===== config.mk =====
export PLATFORM = sky130hd
export DESIGN_NAME = demux4_reg
export DESIGN_NICKNAME = d
export VERILOG_FILES = /design/src/rtl/demux4_reg.sv
export SDC_FILE = /design/constraint.sdc
export NUM_CORES = 1
export LEC_CHECK = 0
export ABC_AREA = 1
export CAP_MARGIN = 30
export CORE_UTILIZATION = 45
export CTS_BUF_LIST = sky130_fd_sc_hd__clkbuf_8
export CTS_CLUSTER_DIAMETER = 80
export CTS_CLUSTER_SIZE = 14
export DETAILED_ROUTE_END_ITERATION = 10
export GPL_ROUTABILITY_DRIVEN = 0
export HOLD_SLACK_MARGIN = 0.08
export PLACE_DENSITY = 0.9
export SYNTH_ARGS = -nofsm -noshare
export SYNTH_HDL_FRONTEND = slang
export SYNTH_SLANG_ARGS = --single-unit

===== constraint.sdc =====
create_clock -name clk -period 3.4 [get_ports clk]
set_input_delay 0.68 -clock clk [delete_from_list [all_inputs] [get_ports clk]]
set_output_delay 0.68 -clock clk [all_outputs]
set_load 0.02 [all_outputs]

===== src/rtl/demux4_reg.sv =====
// demux4_reg: registered 1-to-4 demultiplexer with per-channel backpressure.
//
// One valid/ready input stream carries a word plus a 2-bit destination
// select. Each of the four output channels owns a one-entry register with
// an EMPTY/FULL state. A channel that is FULL and being drained on the same
// edge can accept a new word, so a free-flowing consumer sees 1 word/cycle.
//
// Ports:
//   clk, rst_n          clock (rising edge), asynchronous active-low reset
//   in_valid/in_ready   input handshake
//   in_data [WIDTH]     input word
//   in_sel  [2]         destination channel 0..3
//   out_valid[4]        channel k holds a word
//   out_ready[4]        consumer k takes its word
//   out_data0..3        channel data registers
//   cnt0..3 [8]         per-channel accepted-word counters
//
// Optional feature: define DEMUX4_CNT_EN to build the saturating counters;
// without it cnt0..cnt3 are tied to zero.
module demux4_reg #(
  parameter int unsigned WIDTH = 8
) (
  input  logic             clk,
  input  logic             rst_n,
  input  logic             in_valid,
  output logic             in_ready,
  input  logic [WIDTH-1:0] in_data,
  input  logic [1:0]       in_sel,
  output logic [3:0]       out_valid,
  input  logic [3:0]       out_ready,
  output logic [WIDTH-1:0] out_data0,
  output logic [WIDTH-1:0] out_data1,
  output logic [WIDTH-1:0] out_data2,
  output logic [WIDTH-1:0] out_data3,
  output logic [7:0]       cnt0,
  output logic [7:0]       cnt1,
  output logic [7:0]       cnt2,
  output logic [7:0]       cnt3
);

  typedef enum logic {
    ST_EMPTY = 1'b0,
    ST_FULL  = 1'b1
  } chan_state_t;

  chan_state_t      r_state     [4];
  chan_state_t      w_state_nxt [4];
  logic [WIDTH-1:0] r_data      [4];
  logic             w_in_xfer;
  logic [3:0]       w_load;
  logic [3:0]       w_drain;

  // Readiness depends only on the selected channel; in_valid is not involved.
  always_comb begin
    in_ready  = !out_valid[in_sel] || out_ready[in_sel];
    w_in_xfer = in_valid && in_ready;
  end

  always_comb begin
    out_valid = '0;
    for (int unsigned k = 0; k < 4; k++) begin
      out_valid[k] = (r_state[k] == ST_FULL);
    end
  end

  // Per-channel next state. A simultaneous load and drain keeps the channel
  // FULL with the new word.
  always_comb begin
    w_load  = '0;
    w_drain = '0;
    for (int unsigned k = 0; k < 4; k++) begin
      w_state_nxt[k] = r_state[k];
      w_load[k]      = w_in_xfer && (in_sel == 2'(k));
      w_drain[k]     = out_valid[k] && out_ready[k];
      case (r_state[k])
        ST_EMPTY: if (w_load[k]) w_state_nxt[k] = ST_FULL;
        ST_FULL:  if (w_drain[k] && !w_load[k]) w_state_nxt[k] = ST_EMPTY;
        default:  w_state_nxt[k] = ST_EMPTY;
      endcase
    end
  end

  always_ff @(posedge clk or negedge rst_n) begin
    if (!rst_n) begin
      for (int unsigned k = 0; k < 4; k++) begin
        r_state[k] <= ST_EMPTY;
      end
    end else begin
      for (int unsigned k = 0; k < 4; k++) begin
        r_state[k] <= w_state_nxt[k];
      end
    end
  end

  // Data registers change only when their channel accepts a word.
  always_ff @(posedge clk or negedge rst_n) begin
    if (!rst_n) begin
      for (int unsigned k = 0; k < 4; k++) begin
        r_data[k] <= '0;
      end
    end else begin
      for (int unsigned k = 0; k < 4; k++) begin
        if (w_load[k]) r_data[k] <= in_data;
      end
    end
  end

  assign out_data0 = r_data[0];
  assign out_data1 = r_data[1];
  assign out_data2 = r_data[2];
  assign out_data3 = r_data[3];

`ifdef DEMUX4_CNT_EN
  logic [7:0] r_cnt [4];

  // Saturating at 8'hFF; cleared only by reset.
  always_ff @(posedge clk or negedge rst_n) begin
    if (!rst_n) begin
      for (int unsigned k = 0; k < 4; k++) begin
        r_cnt[k] <= '0;
      end
    end else begin
      for (int unsigned k = 0; k < 4; k++) begin
        if (w_load[k] && (r_cnt[k] != 8'hFF)) r_cnt[k] <= r_cnt[k] + 8'd1;
      end
    end
  end

  assign cnt0 = r_cnt[0];
  assign cnt1 = r_cnt[1];
  assign cnt2 = r_cnt[2];
  assign cnt3 = r_cnt[3];
`else
  assign cnt0 = '0;
  assign cnt1 = '0;
  assign cnt2 = '0;
  assign cnt3 = '0;
`endif

endmodule


* Word-level counts from Yosys, hierarchy flattened
Cells that the tools add are included.
** Operators by class
- Magnitude comparators :: 1
- Eq/ne operators :: 3
- Muxes and demuxes :: 16
- Bitwise logic cells :: 4
- Reductions and logical operators :: 20
** Operator list (number)
- 1-bit logical AND :: 13
- 1-bit two-way mux :: 10
- 1-bit one-hot mux with 2 select lines :: 4
- 1-bit zero test :: 5
- 1-bit binary-select mux with 2-bit select :: 2
- 2-bit == test (second input constant) :: 2
- 1-bit inverter :: 4
- 2-bit by 3-bit less-than comparator with 1-bit output (second input constant) :: 1
- 2-bit by 1-bit == test with 1-bit output (second input constant) :: 1
- 2-bit zero test :: 1
- 1-bit logical OR :: 1
** Storage, ports and cells
- Bits in registers :: 36
- Input port bits :: 17
- Output and inout port bits :: 69
- Logic and storage cells :: 52

* Depth between registers and ports, before layout
Gate-level depths: netlist (run 1).
- Depth in word-level cells :: 10
- Gate-level depth with buffers :: 10
- Mapped depth without buffers :: 9

* Least setup slack after synthesis (run 1)
No wires, ideal clock.
- Path type :: input to output
- Start :: input port in_sel[0]
- End :: output port in_ready
- Arrival :: 1410 ps
- Required time :: 2720 ps
- Setup slack :: 1310 ps
- Stages :: 7
- Path buffers :: 2
- Path through :: buf_6 nor2_8 nand2_2 nand2_2 nor2_4 nand2_8 buf_8
** On the way
- Cells in the longest elaborated chain, start to end :: 4
- Elaborated cells between the ends (all ways) :: 6
- Classes of those cells :: 4 x mux; 2 x reduce/logical
** RTL lines
- from (decl) :: line 28 : input logic [1:0] in_sel,
- 1-bit binary-select mux with 2-bit select :: line 55 : in_ready = !out_valid[in_sel] || out_ready[in_sel];
- 1-bit two-way mux (implied by the code) :: line 55
- 1-bit zero test :: line 55
- 1-bit logical OR (*) :: line 55
- to (decl) :: line 26 : output logic in_ready,
Every way passes the cells marked *; elsewhere a longest branch is shown, timed or not. The select of a mux whose other input is x is not followed.

* Worst setup path after layout (run 1)
Same ends and word-level chain as after synthesis.

==> results of run 1 <==
[flip-flops by register name, summed over array words and instances, names as in the netlist]
signal     flops
out_valid      4
out_data0      8
out_data2      8
out_data1      8
out_data3      8
[cells in the mapped netlist]
cell	number
nor2_8	1
buf_6	2
dfrtp_1	36
o21ai_1	4
clkinv_1	1
nor2_4	2
nand2_1	73
buf_8	3
inv_1	4
nand3_1	2
nand3_4	4
conb_1	1
nand3_2	1
buf_2	4
nand4_1	32
nand2_2	4
buf_4	32
nand2_8	1
inv_4	1
nor2_2	1
inv_2	1
[cells by family after synthesis]
logic type / count (synthesis) / synth area share (%)
simple gates: 121 / 33.94
compound gates: 4 / 1.032
other cells: 1 / 0.1934
flops: 36 / 46.45
buf+inv: 48 / 18.39
[worst max path at each step]
stage                to  slack [ns]  depth (start not counted)
4_1_cts        in_ready        0.18                          8
2_1_floorplan  in_ready        1.31                          7
3_3_place_gp   in_ready        0.26                          8
6_report       in_ready        0.18                          8
3_5_place_dp   in_ready        0.18                          8
5_1_grt        in_ready         0.1                          8
[per-layer routing]
layer  global-route usage [%]  up-vias  wire length [um]
li1                         -      739                 -
met1                    27.09      751              1781
met2                    34.28       76              2213
met3                    6.757       10               360
met4                    10.90        0                89
met5                        0        -                 0
[critical path, stage by stage]
cell and delay [ns]:
clkdlybuf4s50_1 0.77, inv_4 0.09, nand2_1 0.08, nand2_1 0.05
nand2_1 0.08, nand2_2 0.11, nand2_8 0.08, clkdlybuf4s50_1 0.59
[final cells by class]
type                            count  area (sq um)
Clock buffer                        6         82.58
Tap cell                           50         62.56
Sequential cell                    36         900.9
Timing Repair Buffer               57         560.5
Fill cell                         368          1617
Multi-Input combinational cell    157         798.3
Inverter                            7         28.78
Clock inverter                      2         7.507
[power by group through the flow]
stage	sequential [W]	clock, W	combinational (W)
6_report	0.000558	0.000304	0.000472
5_1_grt	0.000568	0.000332	0.000510
4_1_cts	0.000559	0.000311	0.000475
3_5_place_dp	0.000565	0	0.000472
3_3_place_gp	0.000563	0	0.000463
2_1_floorplan	0.000660	0	0.000183
[stage by stage]
stage                      power, W  setup WS, ns  hold WS [ns]  util (%)
after CTS                  0.001345        0.1788        0.4750     60.16
after global routing       0.001410       0.09548        0.4928     60.16
final                      0.001334        0.1794        0.4701     60.16
after detailed placement   0.001037        0.1792        0.4584     57.94
after global placement     0.001026        0.2626        0.4557     57.94
after floorplan           0.0008429         1.310        0.3844         -
==> results.md, run 1 <==
* Status: completed
* Final period util at a little over nine tenths
* Initial antenna violation count at 0
* Largest net degree at the start of global routing at 37
* Hold-fix buffers, CTS at 0
* Pwr dens at around 550 nW/um^2
* Worst Skew at approximately 0.0034 ns
* Share of layout cells above drive strength 1 at under 10%
* CP Launch Type: input port
* Routed wire length at 4444 um
* Switching pwr at around 0.00047 W
* Launch point of the critical path: in_sel[0]
* Die H at 67.65 um
* Critical Path AT at 2.54 ns
* Max Transition Viols Final at 0
* Ant diodes at 0
* Post-route cell area at 2441 sq um
* Post-DP Area at 2351 sq um
* Clk pwr share at 22.8%
* Tightest Pin Transition at slightly below 0.5 ns
* Sw Share at 34.96%
* Pre-Repair DR Iteration Count at 4
* Die area at 4577 sq um
* Maximum clock path buffer count at 2
* TritonCTS clock tree: done
* FP Rows at 23
* Hold-critical path endpoint: out_data0[4]
* Minimum clock period at 3.221 ns
* Relative slew slack at 66.77%
* HPWL Detailed at 3174 um
* Worst Hold Class: reg -> reg
* Post CTS Setup Buffer Count at 0
* Internal power at 0.0008677 W
* IO Count at 86
* Hold Path Stages at 2
* Clock Pin Slew Worst Setup and Hold Paths at 0.06 ns
* WL/cell at 14.11 um
* Sequential area share after synthesis at 46.45%
* Min-delay src: out_data0[4]
* Most common cell after layout, fill and taps aside: nand2_1
* DR vias at around 1.6k
* Net count, final at 281
* Final setup TNS at 0 ns
* Setup violations, final at 0
* MaxCap Viol Count at 0
* Total CTS buffers at 5
* Core Footprint at 4058 sq um
* Most frequent cells in the layout: 73 x nand2_1, 53 x clkdlybuf4s50_1, 36 x dfrtp_1
* Initial DRC count at 98
* Global-route wire length before repair at 7189 um
* CP max FO at 8
* CP Capture Type: output pin
* Clock sink total at 36
* Gr usage total at 21.90%
* Post-Synthesis Cells at 210
* Cell variety after synth at 21
* RR Endpoint: out_data3[1]
* RSZ-0062 raised after global routing: no
* Root buf cell: clkbuf_8
* Critical Path RT at around 2.7 ns
* Synthesized flop and latch total at 36
* Kind of critical path: in -> out
* Total gr overflow at 0
* Worst reg2reg startpoint: out_valid[3]
* Synth top area share at 46.45%
* F_max at between 300 and 400 MHz
* Area Growth Syn to Fin at 25.87%
* Number of non-filler instances in the completed layout at 315
* Synthesis Warnings at 0
* Seq pwr share at 41.8%
* Remaining antenna violation count at 0
* VDD IR-drop max at approximately 0.00024 V
* Worst-Skew Late Latency at 0.29 ns
* Leak at ~1.2 nW
* Initial Util at 47.80%
* R2R depth at 9
* Cell total after placement at 307
* Post-CTS resize count at 0
* DRC viols at 0
* Area leader, netlist: dfrtp_1
* Combinational share of power at 35.3%
* Mean post-synth cell area at 9.235 sq um
* H-tree levels at 2
* R2R Setup Slk at about 1.7 ns
* I/O Buffers at between 50 and 60
* Cell area after synthesis at just under 2000 sq um
* Final Hold Fails at 0
* Number of global-route vias before repair at between 1k and 1.5k
* Ranking of synthesized cells by area: dfrtp_1 46%, nand2_1 14%, buf_4 12%
* DR vias/cell at around 5
* Die extent in x at 67.65 um
Note: power is estimated with default switching activity, not from simulation.
==> run 2: changes to the inputs <==
--- a/config.mk
+++ b/config.mk
@@ -6,11 +6,10 @@
 export NUM_CORES = 1
 export LEC_CHECK = 0
 export ABC_AREA = 1
-export CAP_MARGIN = 30
 export CORE_UTILIZATION = 45
 export CTS_BUF_LIST = sky130_fd_sc_hd__clkbuf_8
 export CTS_CLUSTER_DIAMETER = 80
-export CTS_CLUSTER_SIZE = 14
+export CTS_CLUSTER_SIZE = 10
 export DETAILED_ROUTE_END_ITERATION = 10
 export GPL_ROUTABILITY_DRIVEN = 0
 export HOLD_SLACK_MARGIN = 0.08
==> results of run 2 <==
Same layout as run 1: the final DEF is identical, and so are final timing and power.
==> run 3: changes to the inputs <==
--- a/config.mk
+++ b/config.mk
@@ -6,8 +6,9 @@
 export NUM_CORES = 1
 export LEC_CHECK = 0
 export ABC_AREA = 1
+export CORE_ASPECT_RATIO = 0.5
 export CORE_UTILIZATION = 45
-export CTS_BUF_LIST = sky130_fd_sc_hd__clkbuf_8
+export CTS_BUF_LIST = sky130_fd_sc_hd__clkbuf_16
 export CTS_CLUSTER_DIAMETER = 80
 export CTS_CLUSTER_SIZE = 10
 export DETAILED_ROUTE_END_ITERATION = 10
==> results.md, run 3 (synthesis results as in run 1) <==
* DR vias at 1665 (+5.6%)
* Initial antenna violation count at 0 (unchanged)
* DR vias/cell at 5.219 (+4.3%)
* Post CTS Setup Buffer Count at 0 (unchanged)
* Final period util at 95.55% (+0.82 points)
* Post-DP Area at 2356 sq um (+0.21%)
* Post-route cell area at 2524 sq um (+3.4%)
* Kind of critical path: in -> out
* Seq pwr share at 35.9% (-5.9 points)
* Remaining antenna violation count at 0 (unchanged)
* Pre-Repair DR Iteration Count at 5 (+1)
* Critical Path RT at 2.72 ns (about the same)
* Maximum clock path buffer count at 2 (unchanged)
* Die extent in x at 94.84 um (+40%)
* F_max at 307.8 MHz (-0.86%)
* Cell total after placement at 311 (+1.3%)
* Status: completed
* Post-CTS resize count at 0 (unchanged)
* Most common cell type on the critical path: nand2_1
* Slowest stage cell on the critical path: clkdlybuf4s50_1
* FP Rows at 16 (-30%)
* Worst-Skew Late Latency at 0.28 ns (about the same)
* Gr usage total at 23.74% (+1.8 points)
* Worst reg2reg startpoint: out_valid[3]
* MaxCap Viol Count at 0 (unchanged)
* Initial Util at 48.20% (+0.40 points)
* Minimum clock period at 3.249 ns (+0.02801 ns)
* Most common cell after layout, fill and taps aside: nand2_1
* Final setup TNS at 0 ns (unchanged)
* Clock sink total at 36 (unchanged)
* Clk pwr share at 33.2% (+10 points)
* Leak at 1.227 nW (+2.2%)
* Multi-input gate area at 798.3 sq um (unchanged)
* Ant diodes at 0 (unchanged)
* Initial DRC count at 152 (+55%)
* Sw Share at 32.55% (-2.4 points)
* Internal power at 0.001053 W (+21%)
* I/O Buffers at 53 (unchanged)
* HPWL Detailed at 3274 um (+3.1%)
* Pwr dens at 618.7 nW/um^2 (+13%)
* Number of non-filler instances in the completed layout at 319 (+1.3%)
* Place WS at 0.1713 ns (-0.007941 ns)
* RSZ-0062 raised after global routing: no
* Core Footprint at 4024 sq um (-0.83%)
* VDD IR-drop max at 0.0002566 V (+8.3%)
* Die area at 4592 sq um (+0.34%)
* CP Capture Type: output pin
* Tightest Pin Transition at 0.8730 ns (+0.3761 ns)
* Hold-fix buffers, CTS at 0 (unchanged)
* Setup violations, final at 0 (unchanged)
* Largest net degree at the start of global routing at 37 (unchanged)
* Total CTS buffers at 5 (unchanged)
* RR Endpoint: out_data3[2]
* Critical Path AT at 2.57 ns (+0.03 ns)
* Die H at 48.42 um (-28%)
* CP Launch Type: input port
* Routed wire length at 4898 um (+10%)
* Relative slew slack at 41.62% (-25 points)
* Clock Pin Slew Worst Setup and Hold Paths at 0.05 ns (about the same)
* Total gr overflow at 0 (unchanged)
* Net count, final at 281 (unchanged)
* Final Hold Fails at 0 (unchanged)
* IO Count at 86 (unchanged)
* R2R depth at 9 (unchanged)
* Most frequent cells in the layout: 73 x nand2_1, 53 x clkdlybuf4s50_1, 36 x dfrtp_1
* Launch point of the critical path: in_sel[0]
* R2R Setup Slk at 1.67 ns (-0.06 ns)
* CP max FO at 8 (unchanged)
* Global-route wire length before repair at 7935 um (+10%)
* Flip-flop and latch area at 900.9 sq um (unchanged)
* Max Transition Viols Final at 0 (unchanged)
* Worst path max stage delay at 0.78 ns (about the same)
* Final setup margin at 0.1514 ns (-0.02801 ns)
* DRC viols at 0 (unchanged)
* WL/cell at 15.35 um (+8.8%)
* Fill cells at 319 (-13%)
* Area Growth Syn to Fin at 30.13%
* CP cell instances: clkdlybuf4s50_1, inv_4, nand2_1, nand2_1, nand2_1, nand2_2, nand2_8, clkdlybuf4s50_1
* Share of layout cells above drive strength 1 at 10.57% (+0.75 points)
* H-tree levels at 2 (unchanged)
* Combinational share of power at 30.9% (-4.4 points)
* Hold slack at 0.4756 ns (+0.005488 ns)
* CP Capture Point: in_ready
* Root buf cell: clkbuf_16
* Number of global-route vias before repair at 1598 (+8.3%)
* Switching pwr at 0.0005081 W (+9.0%)
* Worst Hold Class: reg -> reg
* TritonCTS clock tree: done
* Worst Skew at 0.003591 ns (+0.0002116 ns)
run 3: cell count changes in the layout (fill, tap and decap cells not counted), sizes merged:
cell and change:
clkbuf -1, clkinvlp +1, inv -2, clkinv +1, bufinv +1
run 3: how the worst min path moves through the flow:
stage | start | endpoint | slack, ns | cells past startpoint
6_report | out_data1[3] | out_data1[3] | 0.48 | 2
5_1_grt | out_data0[4] | out_data0[4] | 0.50 | 2
4_1_cts | out_data1[3] | out_data1[3] | 0.48 | 2
3_5_place_dp | out_data1[3] | out_data1[3] | 0.47 | 2
3_3_place_gp | out_data3[4] | out_data3[4] | 0.46 | 2
2_1_floorplan | rst_n | out_data0[0] | 0.38 | 0
run 3: power groups by stage:
stage,combinational (W),sequential [W],clock [W]
after floorplan,0.000183,0.000660,0
after global placement,0.000466,0.000559,0
after detailed placement,0.000478,0.000564,0
after CTS,0.000483,0.000560,0.000525
after global routing,0.000512,0.000569,0.000550
final,0.000483,0.000560,0.000518
run 3: layout make-up:
cell class              count  share of cell area [%]
inverters                   7                   1.140
flip-flops and latches     36                   35.70
multi-input cells         157                   31.63
repair buffers             57                   22.21
well taps                  54                   2.677
clock inverters             3                   1.686
clock buffers               5                   4.958
run 3: critical path: cells and delay by family:
family	cells	cell delay, ns
AND/OR/NAND/NOR	5	0.42
buffers and inverters	3	1.47
run 3: per-layer routing:
metal  wire length (um)  global-route usage (%)  up-vias  share of wire [%]
met4                160                   12.63        0                3.3
met5                  0                       0        -                  0
met3                430                   8.176       21                8.8
li1                   -                       -      746                  -
met1               1837                   27.03      788                 38
met2               2469                   39.45      110                 50
run 3: per-stage QoR:
stage / util [%] / power [W]
global placement: 58.55 / 0.001026
floorplan: - / 0.0008429
CTS: 62.72 / 0.001569
global route: 62.72 / 0.001631
detailed placement: 58.55 / 0.001042
finish: 62.72 / 0.001561
